`src/rtl/ubacc_pkg.sv`:
```
// ============================================================================
// Module   : ubacc_pkg
// Purpose  : Shared widths, counter limit and FSM state type for ubacc_16_64.
// Revision : 1.0 - initial release
// ============================================================================
`default_nettype none

package ubacc_pkg;

  localparam int IN_W  = 16;
  localparam int ACC_W = 64;
  localparam int CNT_W = 16;

  localparam logic [CNT_W-1:0] CNT_MAX = {CNT_W{1'b1}};

  typedef enum logic [0:0] {
    ACC   = 1'b0,
    DRAIN = 1'b1
  } state_t;

endpackage

`default_nettype wire

```
`src/rtl/UBRCL_15_0_63_0.sv`:
```
// ============================================================================
// Module   : UBRCL_15_0_63_0
// Purpose  : Combinational 16+64-bit unsigned adder with carry-out in S[64].
// Revision : 1.0 - initial release
// ============================================================================
`default_nettype none

module UBRCL_15_0_63_0 (
  input  logic [15:0] X,
  input  logic [63:0] Y,
  output logic [64:0] S
);

  logic [63:0] w_x;
  logic [64:0] w_c;

  assign w_x    = {48'd0, X};
  assign w_c[0] = 1'b0;

  // Plain ripple chain; the carry out of the top bit becomes S[64].
  for (genvar i = 0; i < 64; i++) begin : g_bit
    assign S[i]     = w_x[i] ^ Y[i] ^ w_c[i];
    assign w_c[i+1] = (w_x[i] & Y[i]) | (w_c[i] & (w_x[i] ^ Y[i]));
  end

  assign S[64] = w_c[64];

endmodule

`default_nettype wire

```
`src/rtl/ubacc_16_64.sv`:
```
// ============================================================================
// Module   : ubacc_16_64
// Purpose  : Framed streaming accumulator with sticky overflow and sample count.
// Revision : 1.0 - initial release
// ============================================================================
`default_nettype none

module ubacc_16_64
  import ubacc_pkg::*;
#(
  parameter int CNT_W = ubacc_pkg::CNT_W
) (
  input  logic                   clk,
  input  logic                   rst_n,
  input  logic                   in_valid,
  output logic                   in_ready,
  input  logic [IN_W-1:0]        in_data,
  input  logic                   in_last,
  input  logic                   clr,
  output logic                   out_valid,
  input  logic                   out_ready,
  output logic [ACC_W-1:0]       out_sum,
  output logic                   out_ovf,
  output logic [CNT_W-1:0]       out_count
);

  localparam logic [CNT_W-1:0] c_cnt_max = {CNT_W{1'b1}};

  state_t               r_state;
  logic [ACC_W-1:0]     r_acc;
  logic                 r_ovf;
  logic [CNT_W-1:0]     r_cnt;
  logic                 r_out_valid;
  logic [ACC_W-1:0]     r_out_sum;
  logic                 r_out_ovf;
  logic [CNT_W-1:0]     r_out_count;

  logic [ACC_W:0]       w_sum;
  logic [CNT_W-1:0]     w_cnt_next;
  logic                 w_ovf_next;

  UBRCL_15_0_63_0 u_add (
    .X (in_data),
    .Y (r_acc),
    .S (w_sum)
  );

  // in_ready is a function of state and clr only, keeping handshakes decoupled.
  assign in_ready   = (r_state == ACC) & ~clr;
  assign w_cnt_next = (r_cnt == c_cnt_max) ? r_cnt : r_cnt + 1'b1;
  assign w_ovf_next = r_ovf | w_sum[ACC_W];

  always_ff @(posedge clk) begin
    if (!rst_n) begin
      r_state     <= ACC;
      r_acc       <= '0;
      r_ovf       <= 1'b0;
      r_cnt       <= '0;
      r_out_valid <= 1'b0;
      r_out_sum   <= '0;
      r_out_ovf   <= 1'b0;
      r_out_count <= '0;
    end else begin
      case (r_state)
        ACC: begin
          if (clr) begin
            r_acc <= '0;
            r_ovf <= 1'b0;
            r_cnt <= '0;
          end else if (in_valid) begin
            r_acc <= w_sum[ACC_W-1:0];
            r_ovf <= w_ovf_next;
            r_cnt <= w_cnt_next;
            if (in_last) begin
              r_out_sum   <= w_sum[ACC_W-1:0];
              r_out_ovf   <= w_ovf_next;
              r_out_count <= w_cnt_next;
              r_out_valid <= 1'b1;
              r_state     <= DRAIN;
            end
          end
        end
        DRAIN: begin
          if (out_ready) begin
            r_out_valid <= 1'b0;
            r_acc       <= '0;
            r_ovf       <= 1'b0;
            r_cnt       <= '0;
            r_state     <= ACC;
          end
        end
        default: r_state <= ACC;
      endcase
    end
  end

  assign out_valid = r_out_valid;
  assign out_sum   = r_out_sum;
  assign out_ovf   = r_out_ovf;
  assign out_count = r_out_count;

endmodule

`default_nettype wire

```
`config.mk`:
```
export PLATFORM = sky130hd
export DESIGN_NAME = ubacc_16_64
export DESIGN_NICKNAME = d
export VERILOG_FILES = /design/src/rtl/ubacc_pkg.sv /design/src/rtl/UBRCL_15_0_63_0.sv /design/src/rtl/ubacc_16_64.sv
export SDC_FILE = /design/constraint.sdc
export NUM_CORES = 1
export LEC_CHECK = 0
export ABC_CLOCK_PERIOD_IN_PS = 25400
export CORE_MARGIN = 1
export CORE_UTILIZATION = 42
export CTS_CLUSTER_SIZE = 12
export DETAILED_ROUTE_END_ITERATION = 10
export PLACE_DENSITY = 0.7
export SKIP_LAST_GASP = 1
export SLEW_MARGIN = 40
export SYNTH_ARGS = -nofsm -noshare
export SYNTH_HDL_FRONTEND = slang
export SYNTH_SLANG_ARGS = --single-unit
```
`constraint.sdc`:
```
create_clock -name clk -period 25.4 [get_ports clk]
set_input_delay 2.54 -clock clk [delete_from_list [all_inputs] [get_ports clk]]
set_output_delay 2.54 -clock clk [all_outputs]
set_load 0.01 [all_outputs]
```
==> impl_metrics.ini <==
[pwr]
p_seq_share_pct = 45.0
clockPowerShare_pct = 48.7
combPwrFrac_pct = 6.3
vdd_drop_max_uv = 47.9
p_per_area_nw_per_um2 = 64.7
p_leak_nw = 3.35
internal_power_w = 0.000454
netSwitchingFraction_pct = 22.2
p_sw_w = 0.000130

[clock_tree]
cts_resized = 0
holdBufCountCts = 0
cts_buffers = 17
htreeDepth = 4
clk_latency_ns = 0.43
ctsRootBufferMaster = clkbuf_16
clockBufferDepth = 2
tritoncts = built
post-cts-setup-buffers = 0
clkTransAtPathRegs_ns = 0.06
clkSinkCount = 164

[worst_setup_path]
critPathMaxStageDelay_ns = 0.49
required_ns = 25.69
critical_path_buf_inv_count = 3
arrival_ns = 16.02
end_kind = flip-flop
crit_fanout = 2
critPathSlowestCell = clkdlybuf4s50_1
crit_family = adder cells
critPathKind = in2reg
crit_path_start_kind = input port
crit_top_cell = ha_1

[timing]
min_period_ns = 15.73
fmax_mhz = 63.6
slew_headroom_pct = 45.8
fin_crit_sh_pct = 61.9
setup_violations = 0
tns_ns = 0
final_hold_viol_count = 0
rsz0062_at_grt = no
drv_slew = 0
clock_skew_ns = 0.00711
tightest_slew_ns = 0.813

[hold_path]
min_path_type = reg2reg

[cells_and_area]
final_cells = 1127
n_antenna_cell = 0
area_growth_pct = 24.5
fin_nets = 982
final_util_pct = 54.0
stdcell_area_sq_um = 9020
layout-drive-gt1-share_pct = 5.51

[place]
placed_area_sq_um = 8360
gp_congestion = 0.853
place_inst = 1096
io_buffers = 104
place.detailed.hpwl_um = 10400

[routing]
routed_via_density = 5.36
drtIter0Drc = 462
wl_um = 16300
drc = 0
firstDrtPassIters = 5
postRouteAntennaNets = 0
num_vias = 6044
wl_per_cell_um = 14.5

[yosys]
yosysTopAreaCellShare_pct = 45.3
synth_area_per_cell_sq_um = 8.72
yosysSeqAreaShare_pct = 45.3
async_reset_ff_share_pct = 0
syn_inst = 830
yosysTopAreaCell = dfxtp_1
yosysWarnings = 0
yosys_most_used_dff = dfxtp_1
synth.distinct_cells = 54
synthesis.nets = 917
synth.most_common_cell = dfxtp_1
synthTopCellsByArea = dfxtp_1 45%, ha_1 8.6%, nand2_1 6.3%
ys_ff_latch = 164
synth_area_sq_um = 7240
yosys-top-cells-count = 164 x dfxtp_1, 122 x nand2_1, 106 x nor2_1
synth_edf_count = 0

[global_routing]
grt_overflow = 0
track_usage_pct = 19.0
grt_pass1_vias = 5638
grt_max_degree = 80
antenna_found_initial = 0
grt_pass1_wl_um = 27200

[outcome]
status = complete, no violations

[floorplan]
die_x_um = 133
die_y_um = 133
die-area_sq_um = 17800
initial_utilization_pct = 43.4
io_pins = 105
core_sq_um = 16700
row_count = 47

[run]
drv_cap = 0
==> power by group through the flow <==
stage	sequential [W]	clock, W	combinational [W]
floorplan	0.000269	0	0.0000219
global placement	0.000268	0	0.0000372
global route	0.000263	0.000300	0.0000414
detailed placement	0.000268	0	0.0000374
finish	0.000263	0.000284	0.0000370
CTS	0.000263	0.000290	0.0000376
==> layout by cell type, fill, tap and decap left out, types with 10 or more instances in the layout <==
cell / netlist / final
clkdlybuf4s50_1: 0 / 104
a21oi_1: 75 / 75
dfxtp_1: 164 / 164
ha_1: 50 / 50
a211oi_1: 17 / 17
nand2_1: 122 / 121
o21ai_0: 15 / 15
a31oi_1: 10 / 10
clkbuf_16: 0 / 17
nor3_1: 10 / 10
a22oi_1: 50 / 50
nand3_1: 15 / 15
fa_1: 15 / 15
nand4_1: 10 / 10
nor2_1: 106 / 106
inv_1: 32 / 32
==> cell type report <==
class,instances,area (sq um)
fill,1584,7680
multi-input combinational,568,3580
sequential,164,3280
timing repair buffer,111,1090
clock buffer,19,453
tap,220,275
clock inverter,12,203
inverter,33,126
==> sequential cells by signal (all words and copies together), names as in the netlist <==
register / flops
r_acc: 64
out_sum: 64
out_count: 16
out_valid: 1
out_ovf: 1
r_ovf: 1
r_cnt: 16
r_state: 1
==> per-stage QoR <==
step           hold WS (ns)  worst slack [ns]  total power, W
2_1_floorplan         0.454             10.52        0.000291
3_3_place_gp          0.440              9.45        0.000306
3_5_place_dp          0.446              9.23        0.000306
4_1_cts               0.455              9.58        0.000590
5_1_grt               0.470              8.75        0.000605
6_report              0.451              9.67        0.000584
==> worst register-to-register path: cells and delay by family (launching register included) <==
| family | cells | cell delay, ns |
|---|---|---|
| compound gates | 1 | 0.17 |
| fa+ha+maj | 64 | 12.62 |
| buf+inv | 2 | 0.14 |
| flops | 1 | 0.33 |
| simple gates | 1 | 0.05 |
==> layer usage <==
layer  track usage [%]  vias to the layer above  part of all wire (%)  routed length, um
met2              30.7                      149                    46               7560
met4              7.26                        0                   1.7                272
met5                 0                        -                     0                  0
li1                  -                     3032                     -                  -
met1              24.5                     2837                    47               7660
met3              4.76                       26                   5.1                837
==> cell families after synthesis <==
| kind of cell | Yosys count | synth area share, % |
|---|---|---|
| AOI/OAI and AO/OA | 203 | 17.7 |
| buffers and inverters | 98 | 5.50 |
| DFF | 164 | 45.3 |
| xor gates and xnor gates | 2 | 0.242 |
| adders and majority gates | 65 | 12.8 |
| and+or+nand+nor | 298 | 18.4 |
==> final timing paths <==
check / cells after the start / slack [ns] / end / from
setup / recovery: 69 / 9.67 / r_acc[63] / in_data[0]
hold / removal: 2 / 0.45 / out_count[3] / out_count[3]
setup reg to reg: 68 / 11.96 / r_acc[63] / r_acc[0]
hold reg to reg: 2 / 0.45 / out_count[3] / out_count[3]
(Power assumes the default switching activity.)
